`config.mk`:
```
export PLATFORM = sky130hd
export DESIGN_NAME = uart_loader
export DESIGN_NICKNAME = d
export VERILOG_FILES = /design/src/rtl/uart_loader.sv
export SDC_FILE = /design/constraint.sdc
export NUM_CORES = 1
export LEC_CHECK = 0
export CAP_MARGIN = 10
export CORE_UTILIZATION = 50
export CTS_CLUSTER_SIZE = 25
export DETAILED_ROUTE_END_ITERATION = 8
export PLACE_DENSITY = 0.69
export SYNTH_ARGS = -nofsm -noshare
export SYNTH_HDL_FRONTEND = slang
export SYNTH_SLANG_ARGS = --single-unit
```
`constraint.sdc`:
```
create_clock -name i_clk -period 11.3 [get_ports i_clk]
set_clock_uncertainty 0.15 [all_clocks]
set_input_delay 1.695 -clock i_clk [delete_from_list [all_inputs] [get_ports i_clk]]
set_output_delay 1.695 -clock i_clk [all_outputs]
set_load 0.1 [all_outputs]
```
`src/rtl/uart_loader.sv`:
```
// Serial boot loader: receives an 8N1 framed program image and writes big-endian
// 16-bit words sequentially into program RAM while holding the CPU in reset.
module uart_loader #(
    parameter int unsigned CLKS_PER_BIT = 104,
    parameter int unsigned BASE_ADDR    = 0,
    parameter int unsigned MEM_SIZE     = 1024
) (
    input  logic        i_clk,
    input  logic        i_rst,
    input  logic        i_rx,
    output logic        o_ce,
    output logic        o_we,
    output logic [15:0] o_addr,
    output logic [15:0] o_w_data,
    output logic        o_cpu_rst,
    output logic        o_busy,
    output logic        o_done,
    output logic        o_err
);

    localparam logic [15:0] HalfCnt = 16'(CLKS_PER_BIT / 2 - 1);
    localparam logic [15:0] FullCnt = 16'(CLKS_PER_BIT - 1);

    typedef enum logic [1:0] {RxIdle, RxStart, RxData, RxStop} rx_state_e;
    typedef enum logic [3:0] {
        LdIdle, LdCntHi, LdCntLo, LdDataHi, LdDataLo, LdWrite, LdChk, LdDone, LdErr
    } ld_state_e;

    rx_state_e   rx_st;
    logic        rx_meta, rx_sync, rx_prev;
    logic [15:0] clk_cnt;
    logic [2:0]  bit_idx;
    logic [7:0]  rx_shift;
    logic        byte_valid, frame_err;

    always_ff @(posedge i_clk or posedge i_rst) begin
        if (i_rst) begin
            rx_meta    <= 1'b1;
            rx_sync    <= 1'b1;
            rx_prev    <= 1'b1;
            rx_st      <= RxIdle;
            clk_cnt    <= '0;
            bit_idx    <= '0;
            rx_shift   <= '0;
            byte_valid <= 1'b0;
            frame_err  <= 1'b0;
        end else begin
            rx_meta    <= i_rx;
            rx_sync    <= rx_meta;
            rx_prev    <= rx_sync;
            byte_valid <= 1'b0;
            frame_err  <= 1'b0;
            case (rx_st)
                RxIdle: begin
                    if (rx_prev && !rx_sync) begin
                        rx_st   <= RxStart;
                        clk_cnt <= '0;
                    end
                end
                RxStart: begin
                    // Mid-start-bit recheck rejects short glitches
                    if (clk_cnt == HalfCnt) begin
                        clk_cnt <= '0;
                        bit_idx <= '0;
                        rx_st   <= rx_sync ? RxIdle : RxData;
                    end else begin
                        clk_cnt <= clk_cnt + 16'd1;
                    end
                end
                RxData: begin
                    if (clk_cnt == FullCnt) begin
                        clk_cnt  <= '0;
                        rx_shift <= {rx_sync, rx_shift[7:1]};
                        bit_idx  <= bit_idx + 3'd1;
                        if (bit_idx == 3'd7) rx_st <= RxStop;
                    end else begin
                        clk_cnt <= clk_cnt + 16'd1;
                    end
                end
                RxStop: begin
                    if (clk_cnt == FullCnt) begin
                        clk_cnt <= '0;
                        rx_st   <= RxIdle;
                        if (rx_sync) byte_valid <= 1'b1;
                        else         frame_err  <= 1'b1;
                    end else begin
                        clk_cnt <= clk_cnt + 16'd1;
                    end
                end
                default: rx_st <= RxIdle;
            endcase
        end
    end

    ld_state_e   ld_st;
    logic [7:0]  count_hi, data_hi, acc;
    logic [15:0] word_cnt, word_idx;
    logic [15:0] count_n;

    assign count_n = {count_hi, rx_shift};

    always_ff @(posedge i_clk or posedge i_rst) begin
        if (i_rst) begin
            ld_st     <= LdIdle;
            count_hi  <= '0;
            data_hi   <= '0;
            acc       <= '0;
            word_cnt  <= '0;
            word_idx  <= '0;
            o_ce      <= 1'b0;
            o_we      <= 1'b0;
            o_addr    <= '0;
            o_w_data  <= '0;
            o_cpu_rst <= 1'b0;
            o_busy    <= 1'b0;
            o_done    <= 1'b0;
            o_err     <= 1'b0;
        end else begin
            o_ce <= 1'b0;
            o_we <= 1'b0;
            // o_busy is high exactly while a frame is in progress
            if (frame_err && o_busy) begin
                ld_st  <= LdErr;
                o_err  <= 1'b1;
                o_busy <= 1'b0;
            end else begin
                case (ld_st)
                    LdIdle, LdDone, LdErr: begin
                        if (byte_valid && rx_shift == 8'hA5) begin
                            ld_st     <= LdCntHi;
                            o_busy    <= 1'b1;
                            o_cpu_rst <= 1'b1;
                            o_done    <= 1'b0;
                            o_err     <= 1'b0;
                            word_idx  <= '0;
                            acc       <= '0;
                        end
                    end
                    LdCntHi: begin
                        if (byte_valid) begin
                            count_hi <= rx_shift;
                            ld_st    <= LdCntLo;
                        end
                    end
                    LdCntLo: begin
                        if (byte_valid) begin
                            word_cnt <= count_n;
                            if (32'(count_n) > MEM_SIZE) begin
                                ld_st  <= LdErr;
                                o_err  <= 1'b1;
                                o_busy <= 1'b0;
                            end else if (count_n == 16'd0) begin
                                ld_st <= LdChk;
                            end else begin
                                ld_st <= LdDataHi;
                            end
                        end
                    end
                    LdDataHi: begin
                        if (byte_valid) begin
                            data_hi <= rx_shift;
                            acc     <= acc ^ rx_shift;
                            ld_st   <= LdDataLo;
                        end
                    end
                    LdDataLo: begin
                        if (byte_valid) begin
                            acc      <= acc ^ rx_shift;
                            o_ce     <= 1'b1;
                            o_we     <= 1'b1;
                            o_addr   <= 16'(BASE_ADDR) + word_idx;
                            o_w_data <= {data_hi, rx_shift};
                            ld_st    <= LdWrite;
                        end
                    end
                    LdWrite: begin
                        word_idx <= word_idx + 16'd1;
                        ld_st    <= (word_idx + 16'd1 == word_cnt) ? LdChk : LdDataHi;
                    end
                    LdChk: begin
                        if (byte_valid) begin
                            o_busy <= 1'b0;
                            if (rx_shift == acc) begin
                                ld_st     <= LdDone;
                                o_done    <= 1'b1;
                                o_cpu_rst <= 1'b0;
                            end else begin
                                ld_st <= LdErr;
                                o_err <= 1'b1;
                            end
                        end
                    end
                    default: ld_st <= LdIdle;
                endcase
            end
        end
    end

endmodule

```
Yosys cells after proc, flatten, opt, wreduce, memory -nomap -nowiden --
Index checks and enable logic that the tools add are counted.
Storage, ports and cells: bits in registers 131, output and inout port bits 38, logic and storage cells 149
Operators by class: $add $sub $neg 3, order comparisons 1, equal/unequal tests 34, mux-type cells 59, bitwise operators 2, reduce and logical (&&, ||, !) cells 28
Operators with widths (count):
- $mux 16 | 4
- $pmux 16 s3 | 1
- $mux 4 | 9
- $add 16x1->16 const B | 2
- $pmux 16 s2 | 1
- $pmux 4 s7 | 1
- $mux 1 | 24
- $ne 3x3->1 const B | 8
- $reduce_and 3->1 | 6
- $eq 16x16->1 | 1
- $eq 16x6->1 const B | 1
- $eq 16x7->1 const B | 1
- $eq 4x3->1 const B | 4
- $gt 16x11->1 const B | 1
- $logic_not 16->1 | 1
- $mux 8 | 2
- $ne 2x2->1 const B | 8
- $pmux 8 s2 | 1
- $reduce_and 5->1 | 3
- $mux 2 | 6
- $mux 3 | 4
- $reduce_and 6->1 | 2
- $eq 4x2->1 const B | 2
- $eq 8x8->1 | 1
- other kinds (24) | 33

Longest topological paths before layout --
word-level depth 6, depth in mapped cells 9, gate-level depth less buffers 8

Worst setup path before layout --
No wires, ideal clock.
path type flip-flop to output port, start point register o_we, end point output o_we, arrival time 1.324 ns, data required time 9.455 ns, path slack 8.131 ns, cell stages (with the launch flop) 2, path buffers 1, path through dfrtp_1 -> buf_4
RTL lines:
- from (decl) | line 12 | output logic o_we,
- from (signal assigned) | line 111 | o_we <= 1'b0;
- from (signal assigned) | line 120 | o_we <= 1'b0;
- from (signal assigned) | line 170 | o_we <= 1'b1;
No word-level cell between the ends.

Worst setup path after layout --
start point register o_busy, end point output o_busy
RTL lines:
- from (decl) | line 16 | output logic o_busy,
- from (signal assigned) | line 115 | o_busy <= 1'b0;
- from (signal assigned) | line 125 | o_busy <= 1'b0;
- from (signal assigned) | line 131 | o_busy <= 1'b1;
No word-level cell between the ends.

==> flow_metrics.tcl <==
set metrics [dict create \
    ctsResizeCount 0 \
    fill_cells 1101 \
    ir_drop_mv 0.0870 \
    fp.dieArea_sq_um 13400 \
    synth_cells 668 \
    ys_seq_area_share_pct 50.7 \
    rsz0062_at_grt "false" \
    slew_headroom_pct 24.2 \
    hold_viol 0 \
    worst_skew_pair.late_latency_ns 0.42 \
    synth_cell_types 66 \
    fin_ws_ns 7.49 \
    htreeDepth 4 \
    ant_nets 0 \
    die_h_um 116 \
    start_kind "flip-flop" \
    critical_path_buf_inv_count 1 \
    cts_setup_buffers 0 \
    syn_to_final_growth_pct 16.3 \
    core_area_sq_um 12600 \
    fin_crit_sh_pct 33.7 \
    dr.pass1.iters 5 \
    tritoncts "done" \
    finalMaxSlewViolations 0 \
    grt_antenna_before_repair 0 \
    async_flop_share_pct 100 \
    cp.required_ns 9.46 \
    routed_wirelength_mm 14.1 \
    power.share.combinational_pct 7.6 \
    synth_fa_ha_area_share_pct 0.774 \
    p_sw_uw 256 \
    cpLargestDelayFamily "buffers and inverters" \
    fin_util_pct 59.6 \
    yosys_warnings 0 \
    cellPowerDensity_nw_per_um2 145 \
    synthMuxAreaShare_pct 7.60 \
    period_needed_ns 3.81 \
    layout_commonest_cell "nand2_1" \
    ys_ff_latch 131 \
    track_usage_pct 23.0 \
    root_buffer "clkbuf_16" \
    grt_pass1_vias 4795 \
    sw_frac_of_total_pct 23.5 \
    hpwl_mm 9.40 \
    fin_nets 705 \
    wl_per_cell_um 16.0 \
    synth_area_sq_um 6470 \
    syn_area_per_cell_sq_um 9.68 \
    drc 0 \
    grt_overflow 0 \
    io_buffer_count 40 \
    path_cells "clkdlybuf4s50_1" \
    cts_max_path_buffers 2 \
    endpoint_kind "output port" \
    vias 5010 \
    synth_edf_count 0 \
    crit_type "reg -> out" \
    hp-class "reg -> reg" \
    viasPerCell 5.67 \
    cpMaxStageDelayCell "clkdlybuf4s50_1" \
    place_congestion 0.901 \
    dp_slack_ns 7.53 \
    cts_buffers 17 \
    clk_transition_reported_paths_ns 0.06 \
    post_cts_hold_buffer_count 0 \
    arrival_ns 1.96 \
    antenna_cells 0 \
    initial_core_util_pct 51.3 \
    cap_violations 0 \
    pwr-share-seq_pct 45.3 \
    ios 41 \
    p_leak_uw 0.00354 \
    pwr-share-clk_pct 47.1 \
    tns_ns 0 \
    yosys.area_share.simple_pct 22.4 \
    die_w_um 116 \
    synth-main-ff-cell "dfrtp_1" \
    max_stage_delay_ns 1.15 \
    fmax_mhz 263 \
    p_int_uw 833 \
    status "completed" \
    synth_nets 675 \
    clkSinkCount 131 \
    finalSetupViolCount 0 \
    synth_top_family_by_area "simple AND/OR/NAND/NOR gates" \
    path_max_fanout 4 \
    drt_iter0_markers 375 \
    layout_common_cells "nand2_1 (132), dfrtp_1 (128), o21ai_0 (64), mux2_2 (41)" \
    synth_xor_area_share_pct 3.25 \
    worst_slew_pin_slew_ns 1.14 \
    drive_gt1_share_pct 14.1 \
    rows 41 \
    grt_max_degree 78 \
    grt_pass1_wl_mm 23.5 \
    synth_compound_area_share_pct 11.1 \
]
logic make-up after synthesis:
kind of cell | Yosys count
compound gates | 117
xor+xnor | 24
fa+ha+maj | 4
buf+inv | 58
flops | 131
mux | 44
simple gates | 290
area by class of cell:
cell class	count	area [sq um]	share of cell area, %
clock buffer	27	503	6.68
clock inverter	5	52.6	0.698
inverter	20	77.6	1.03
multi-input combinational	479	2930	38.9
sequential	131	3280	43.6
tap	172	215	2.86
timing repair buffer	49	468	6.22
sequential cells by signal (all words and copies together), names as in the netlist, 3 cells and up, named ones only:
| signal | flops |
|---|---|
| clk_cnt | 16 |
| o_addr | 16 |
| acc | 8 |
| ld_st | 4 |
| word_cnt | 16 |
| word_idx | 16 |
| bit_idx | 3 |
| o_w_data | 16 |
| count_hi | 8 |
| rx_shift | 8 |
| data_hi | 8 |
power by group through the flow:
stage / clock [uW] / combinational (uW) / sequential [uW]
final: 513 / 82.7 / 493
after global routing: 544 / 95.7 / 495
after CTS: 525 / 83.4 / 493
after detailed placement: 0 / 83.4 / 501
after global placement: 0 / 79.9 / 500
after floorplan: 0 / 65.9 / 495
metal layers:
metal	vias up	GRT usage [%]	wire length, um
met5	-	0	0
met1	2455	29.4	6320
met4	0	10.6	385
met2	138	37.3	6830
li1	2385	-	-
met3	32	5.07	601
worst register-to-register path, stage by stage, from the launching register on:
cell	delay (ns)
dfrtp_1	0.53
ha_1	0.31
nand3_2	0.21
or3_2	0.53
xnor2_1	0.18
o2111ai_1	0.12
or3_1	0.33
or4b_1	0.55
a211o_1	0.31
cell usage after synthesis, types with 2 or more instances:
| master | n | share of area, % |
|---|---|---|
| a2111oi_0 | 2 | 0.27 |
| a211o_1 | 3 | 0.41 |
| a211oi_1 | 3 | 0.35 |
| a21o_1 | 2 | 0.23 |
| a21o_2 | 2 | 0.27 |
| a21oi_1 | 6 | 0.46 |
| a31oi_1 | 3 | 0.29 |
| and2_1 | 6 | 0.58 |
| and3_1 | 6 | 0.58 |
| and3_2 | 2 | 0.23 |
| and4_1 | 3 | 0.41 |
| buf_6 | 2 | 0.35 |
| clkbuf_1 | 32 | 1.9 |
| clkbuf_8 | 3 | 0.64 |
| dfrtp_1 | 128 | 50 |
| dfstp_2 | 3 | 1.2 |
| ha_1 | 4 | 0.77 |
| inv_1 | 20 | 1.2 |
| mux2_2 | 41 | 7.1 |
| mux2i_1 | 3 | 0.46 |
| nand2_1 | 132 | 7.7 |
| nand2b_1 | 18 | 1.7 |
| nand3_1 | 24 | 1.9 |
| nand3_2 | 2 | 0.31 |
| nand4_1 | 4 | 0.39 |
| nor2_1 | 40 | 2.3 |
| nor2b_1 | 2 | 0.19 |
| nor3_1 | 11 | 0.85 |
| nor3b_1 | 4 | 0.46 |
| nor4_1 | 11 | 1.1 |
| nor4_4 | 2 | 0.66 |
| o2111ai_1 | 4 | 0.54 |
| o21ai_0 | 65 | 5.0 |
| o31ai_1 | 12 | 1.4 |
| o41ai_1 | 2 | 0.27 |
| or2_2 | 2 | 0.19 |
| or3_1 | 6 | 0.58 |
| or4_1 | 3 | 0.35 |
| xnor2_1 | 15 | 2.0 |
| xor2_1 | 9 | 1.2 |
path summary, 6_finish.rpt:
kind | from | endpoint | slack [ns] | cells past startpoint
setup / recovery | o_busy | o_busy | 7.49 | 1
hold / removal | rx_meta | rx_sync | 0.22 | 0
setup reg to reg | word_idx[0] | ld_st[0] | 7.97 | 8
hold reg to reg | rx_meta | rx_sync | 0.22 | 0
max in group asynchronous | i_rst | o_w_data[14] | 8.09 | 3
min in group asynchronous | i_rst | o_w_data[7] | 1.69 | 2
per-stage QoR:
step                std cells  total power (uW)  hold slack [ns]  cell area [sq um]
finish                    883              1090            0.219               7520
global route              883              1130            0.220               7520
CTS                       883              1100            0.217               7520
detailed placement        851               584            0.206               6970
global placement          851               580            0.202               6970
floorplan                 668               561            0.195               6470
No activity file was read; power rests on OpenSTA's default activity.
